$ cat src/rtl/ktop_kernel_sequencer.sv
// ---------------------------------------------------------------------------
// ktop_kernel_sequencer
//
// Purpose:
//   Glue between the kernel AXI4-Lite control slave and the data movers.
//   When the control slave raises ap_start, the sequencer latches the four
//   read buffer pointers and the write buffer pointer. It then fires a
//   one-cycle launch pulse to the four read-stream masters and to the
//   write-stream master, and waits for every master to report completion.
//   After that it returns ap_done / ap_idle to the control slave.
//   While it waits, it counts RUN cycles and can optionally abort through a
//   watchdog.
//
// Ports:
//   aclk         kernel clock
//   areset       asynchronous active-high reset
//   ap_start     start level from the control slave
//   ap_idle      high while idle (decoded from the state register)
//   ap_done      one-cycle completion pulse (decoded from the state register)
//   axi00_ptr0-3 read buffer base addresses, sampled only in IDLE
//   axi01_ptr0   write buffer base address, sampled only in IDLE
//   rd_start     per-read-channel launch pulse
//   rd_addr      latched read addresses, channel i at [64*i +: 64]
//   rd_done      per-read-channel completion pulse
//   wr_start     write-master launch pulse
//   wr_addr      latched write address
//   wr_done      write-master completion pulse
//   xfer_len     constant transfer length, in bytes, for every channel
//   run_cycles   RUN-cycle count of the last or current invocation
//   timeout_err  set when the last invocation was ended by the watchdog
// ---------------------------------------------------------------------------
module ktop_kernel_sequencer #(
    parameter int unsigned              C_NUM_RD    = 4,
    parameter int unsigned              C_LEN_WIDTH = 32,
    parameter logic [C_LEN_WIDTH-1:0]   C_XFER_LEN  = C_LEN_WIDTH'(4096),
    parameter logic [31:0]              C_TIMEOUT   = 32'd0
) (
    input  logic                        aclk,
    input  logic                        areset,

    input  logic                        ap_start,
    output logic                        ap_idle,
    output logic                        ap_done,

    input  logic [63:0]                 axi00_ptr0,
    input  logic [63:0]                 axi00_ptr1,
    input  logic [63:0]                 axi00_ptr2,
    input  logic [63:0]                 axi00_ptr3,
    input  logic [63:0]                 axi01_ptr0,

    output logic [C_NUM_RD-1:0]         rd_start,
    output logic [64*C_NUM_RD-1:0]      rd_addr,
    input  logic [C_NUM_RD-1:0]         rd_done,

    output logic                        wr_start,
    output logic [63:0]                 wr_addr,
    input  logic                        wr_done,

    output logic [C_LEN_WIDTH-1:0]      xfer_len,
    output logic [31:0]                 run_cycles,
    output logic                        timeout_err
);

    // The state is one-hot. Each of ap_idle and ap_done is then a single
    // flop output, which lets both be driven straight from the state
    // register without decode glitches.
    typedef enum logic [3:0] {
        S_IDLE   = 4'b0001,
        S_LAUNCH = 4'b0010,
        S_RUN    = 4'b0100,
        S_DONE   = 4'b1000
    } state_t;

    state_t                     r_state;
    logic [C_NUM_RD-1:0]        r_rd_flag;
    logic                       r_wr_flag;
    logic [C_NUM_RD-1:0]        r_rd_start;
    logic                       r_wr_start;
    logic [64*C_NUM_RD-1:0]     r_rd_addr;
    logic [63:0]                r_wr_addr;
    logic [31:0]                r_run_cycles;
    logic                       r_timeout_err;

    logic [63:0]                w_ptr [4];
    logic [C_NUM_RD-1:0]        w_rd_flag_next;
    logic                       w_wr_flag_next;
    logic                       w_all_done;
    logic                       w_watchdog_hit;
    logic [31:0]                w_run_cycles_inc;

    // The read pointers are gathered into an array so that the latch loop
    // can index them by channel number.
    assign w_ptr[0] = axi00_ptr0;
    assign w_ptr[1] = axi00_ptr1;
    assign w_ptr[2] = axi00_ptr2;
    assign w_ptr[3] = axi00_ptr3;

    // Completion is judged on the flags as they will be after this cycle.
    // A pulse that arrives in the same cycle as the last outstanding one
    // therefore finishes the invocation without an extra cycle.
    assign w_rd_flag_next = r_rd_flag | rd_done;
    assign w_wr_flag_next = r_wr_flag | wr_done;
    assign w_all_done     = (&w_rd_flag_next) & w_wr_flag_next;

    // The watchdog fires on the last allowed RUN cycle. At that point the
    // counter still holds the count of the cycles before this one.
    // A limit of zero switches the watchdog off.
    assign w_watchdog_hit = (C_TIMEOUT != 32'd0) &&
                            (r_run_cycles == (C_TIMEOUT - 32'd1));

    // The counter saturates, so it never wraps back to a small value.
    assign w_run_cycles_inc = (r_run_cycles == 32'hFFFF_FFFF) ?
                              r_run_cycles : (r_run_cycles + 32'd1);

    // Main sequencer. Launch pulses are registered: they are raised on the
    // edge that enters LAUNCH and dropped on the edge that leaves it.
    // Pointers are sampled only on the IDLE->LAUNCH edge, so pointer changes
    // made by the host mid-invocation have no effect. Done pulses update the
    // flags only while in RUN, so stray pulses in any other state are
    // dropped.
    always_ff @(posedge aclk or posedge areset) begin
        if (areset) begin
            r_state       <= S_IDLE;
            r_rd_flag     <= '0;
            r_wr_flag     <= 1'b0;
            r_rd_start    <= '0;
            r_wr_start    <= 1'b0;
            r_rd_addr     <= '0;
            r_wr_addr     <= '0;
            r_run_cycles  <= '0;
            r_timeout_err <= 1'b0;
        end else begin
            r_rd_start <= '0;
            r_wr_start <= 1'b0;

            unique case (r_state)
                S_IDLE: begin
                    if (ap_start) begin
                        for (int i = 0; i < C_NUM_RD; i++) begin
                            r_rd_addr[64*i +: 64] <= w_ptr[i];
                        end
                        r_wr_addr     <= axi01_ptr0;
                        r_rd_flag     <= '0;
                        r_wr_flag     <= 1'b0;
                        r_run_cycles  <= '0;
                        r_timeout_err <= 1'b0;
                        r_rd_start    <= '1;
                        r_wr_start    <= 1'b1;
                        r_state       <= S_LAUNCH;
                    end
                end

                S_LAUNCH: begin
                    r_state <= S_RUN;
                end

                S_RUN: begin
                    r_rd_flag    <= w_rd_flag_next;
                    r_wr_flag    <= w_wr_flag_next;
                    r_run_cycles <= w_run_cycles_inc;
                    if (w_all_done) begin
                        r_state <= S_DONE;
                    end else if (w_watchdog_hit) begin
                        r_timeout_err <= 1'b1;
                        r_state       <= S_DONE;
                    end
                end

                S_DONE: begin
                    r_state <= S_IDLE;
                end

                default: begin
                    r_state <= S_IDLE;
                end
            endcase
        end
    end

    // Handshake outputs come straight from the one-hot state bits.
    // Everything else is a register, or for xfer_len a constant tie-off.
    assign ap_idle     = r_state[0];
    assign ap_done     = r_state[3];
    assign rd_start    = r_rd_start;
    assign wr_start    = r_wr_start;
    assign rd_addr     = r_rd_addr;
    assign wr_addr     = r_wr_addr;
    assign xfer_len    = C_XFER_LEN;
    assign run_cycles  = r_run_cycles;
    assign timeout_err = r_timeout_err;

endmodule

$ cat config.mk
export PLATFORM = sky130hd
export DESIGN_NAME = ktop_kernel_sequencer
export DESIGN_NICKNAME = d
export VERILOG_FILES = /design/src/rtl/ktop_kernel_sequencer.sv
export SDC_FILE = /design/constraint.sdc
export NUM_CORES = 1
export LEC_CHECK = 0
export BUFFER_PORTS_ARGS = -buffer_cell sky130_fd_sc_hd__buf_2
export CAP_MARGIN = 20
export CORE_AREA = 2 2 276 278
export DETAILED_ROUTE_END_ITERATION = 6
export DIE_AREA = 0 0 278 280
export SLEW_MARGIN = 10
export SYNTH_ARGS = -nofsm -noshare
export SYNTH_HDL_FRONTEND = slang
export SYNTH_SLANG_ARGS = --single-unit
$ cat constraint.sdc
create_clock -name aclk -period 24.4 [get_ports aclk]
set_input_delay 7.32 -clock aclk [delete_from_list [all_inputs] [get_ports aclk]]
set_output_delay 7.32 -clock aclk [all_outputs]
set_load 0.1 [all_outputs]
==> results.toml <==
[setup_path]
reg2reg_depth = 7
worstPathCellList = "buf_2 > nor4bb_1 > nand2b_4 > inv_8 > buf_4 > buf_4 > nand2_1 > nand2_1"
setup.worst_path.end_class = "register"
cp_max_fo = 112
cp-start-kind = "primary input"
cp.arrival_ns = 10.53
r2r_start = "r_state[0]"
reg2reg_slack_ns = 20.65
slowest_stage = "buf_4"
required_ns = 24.89
worst-path-stages = 8
critPathKind = "in2reg"
crit_buf_inv = 4
worstReg2RegEnd = "rd_addr[195]"
crit_family = "buffers and inverters"
max_stage_delay_ns = 0.84

[logic_synthesis]
synthDistinctLibCells = 55
yosysTopAreaCellShare = 0.625
seq_area_frac_synth = 0.627
ys_warn_count = 0
synth_area_leaders = "dfrtp_1, nand2_1, clkbuf_1"
synth-xor-area-share = 0.000606
synth_compound_area_frac = 0.0398
ys.flop_type = "dfrtp_1"
synthArstFlopShare = 1.00
yosys.area_share.adder = 0.000866
yosys.area_share.simple = 0.286
synth_top_family_by_area = "simple AND/OR/NAND/NOR gates"
syn_avg_cell_area_um2 = 8.86
synth_top_area_cell = "dfrtp_1"
synth_area_um2 = 14500
synthMuxAreaShare = 0.000693
synth_edf_count = 0
ys_ff_latch = 362
syn_inst = 1632

[finish]
nFillCells = 8094
drive_above_1_share = 0.338
nets = 2615
final_common_cell = "nand2_1"
final_cell_mix = "nand2_1, buf_2, dfrtp_1"
area_growth_syn_to_layout_pct = 39.7

[floorplan]
initial_core_util = 0.192
core_area_um2 = 75200
die_y_um = 280
std_cell_rows = 101
die_w_um = 278
design.portCount = 720
die_area_um2 = 77800

[global_routing]
grt_pass1_wl_um = 75100
grt_max_degree = 168
grt-ovfl-total = 0
grt_use_total = 0.122
grt_antenna_before_repair = 9
grt_pass1_vias = 12780

[timing]
setup_violations = 0
hold_violations = 0
worst_pin_slew_ns = 1.18
fin_crit_sh = 0.411
setup_tns_ns = 0
setup_slack_ns = 14.36
slew_viol_final = 0
fin_crit_ns = 10.04
fmax_mhz = 99.6
max_slew_margin = 0.213
rsz0062_at_grt = "false"
finClkSkew_ns = 0.0261

[drt]
vias = 13059
ant_nets = 0
wirelength_um = 49900
drt_iter0_markers = 781
via_per_inst = 3.96
wl_per_cell_um = 15.1
post-route-drc-count = 0
drtPass1Iterations = 5

[clocking]
htreeDepth = 2
ctsHoldBuffers = 0
clk_path_buf_depth = 3
clk_pin_slew_ns = 0.06
clock-root-buffer = "clkbuf_16"
clkLatencyLatePin_ns = 0.57
cts-buffers-inserted = 44
tritoncts = "built"
cts_resized = 0
clock_sinks = 362
post_cts_buffers = 0

[min_path]
worstHoldStart = "rd_addr[61]"
holdPathEnd = "rd_addr[61]"
hp-class = "reg2reg"
min_path_cells = 2

[place]
place.gp.congestion = 0.793
place_ws_ns = 13.73
hpwl_um = 36000
port-buffer-count = 686

[run_status]
status = "finished clean"

[flow_run]
cap_violations = 0
## Yosys cell counts, types with 6 or more instances
cell type    n
a21o_1       6
a21oi_1     14
a31oi_1     24
and3_1       6
buf_4       37
clkbuf_1    76
dfrtp_1    361
inv_1        7
nand2_1    977
nand3_1     11
nand4_1     10
nor2_1      11
nor3_1      11
o21ai_0      9
o22ai_1      6
o31ai_1      6
## stage by stage
stage | hold WS [ns] | util | cells | cell area (µm²)
2_1_floorplan | 0.463 | - | 1663 | 14600
3_3_place_gp | 0.453 | 0.249 | 3218 | 18700
3_5_place_dp | 0.456 | 0.249 | 3218 | 18700
4_1_cts | 0.470 | 0.268 | 3294 | 20200
5_1_grt | 0.484 | 0.268 | 3295 | 20200
6_report | 0.464 | 0.269 | 3296 | 20200
## tightest hold or removal path: cells and delay by family, from the launching register on
family,cells,cell delay [ns]
AND/OR/NAND/NOR,2,0.10
flip-flops,1,0.34
## metal layers
layer  GRT usage  wire length (µm)  share of wire  vias up
met3      0.0386              3850          0.077       89
met2       0.203             24100           0.48      506
li1            -                 -              -     6344
met4      0.0420              1490          0.030        8
met1       0.148             20400           0.41     6112
met5           0                46        0.00092        -
## flip-flops by register name, summed over array words and instances, names as in the netlist
name,count
rd_addr,256
r_wr_flag,1
r_rd_flag,4
wr_addr,64
r_state,4
rd_start,1
run_cycles,32
## worst max path at each step
stage,start,end
floorplan,areset,r_rd_flag[0]
global placement,areset,rd_addr[56]
detailed placement,areset,rd_addr[15]
CTS,areset,rd_addr[14]
global route,areset,rd_addr[14]
finish,ap_start,rd_addr[195]
## cell type report
cell class              instances  area, µm²  share of cell area
repair buffers                698       3540               0.175
multi-input cells            1172       4880               0.242
flip-flops and latches        362       9060               0.449
inverters                       8       45.0             0.00223
clock inverters                11        159             0.00787
diodes                          2       5.00            0.000248
well taps                     978       1220              0.0606
clock buffers                  65       1280              0.0634
## cell families (layout without fill, tap and decap cells)
logic type / count (synthesis) / in the layout
buf+inv: 129 / 782
mux: 1 / 1
other cells: 2 / 35
simple gates: 1050 / 1050
fa+ha+maj: 1 / 1
xor+xnor: 1 / 1
compound gates: 86 / 86
flops: 362 / 362
Power is not shown: default switching activity piles up to over one toggle a cycle in this logic, so the estimate is an artifact.
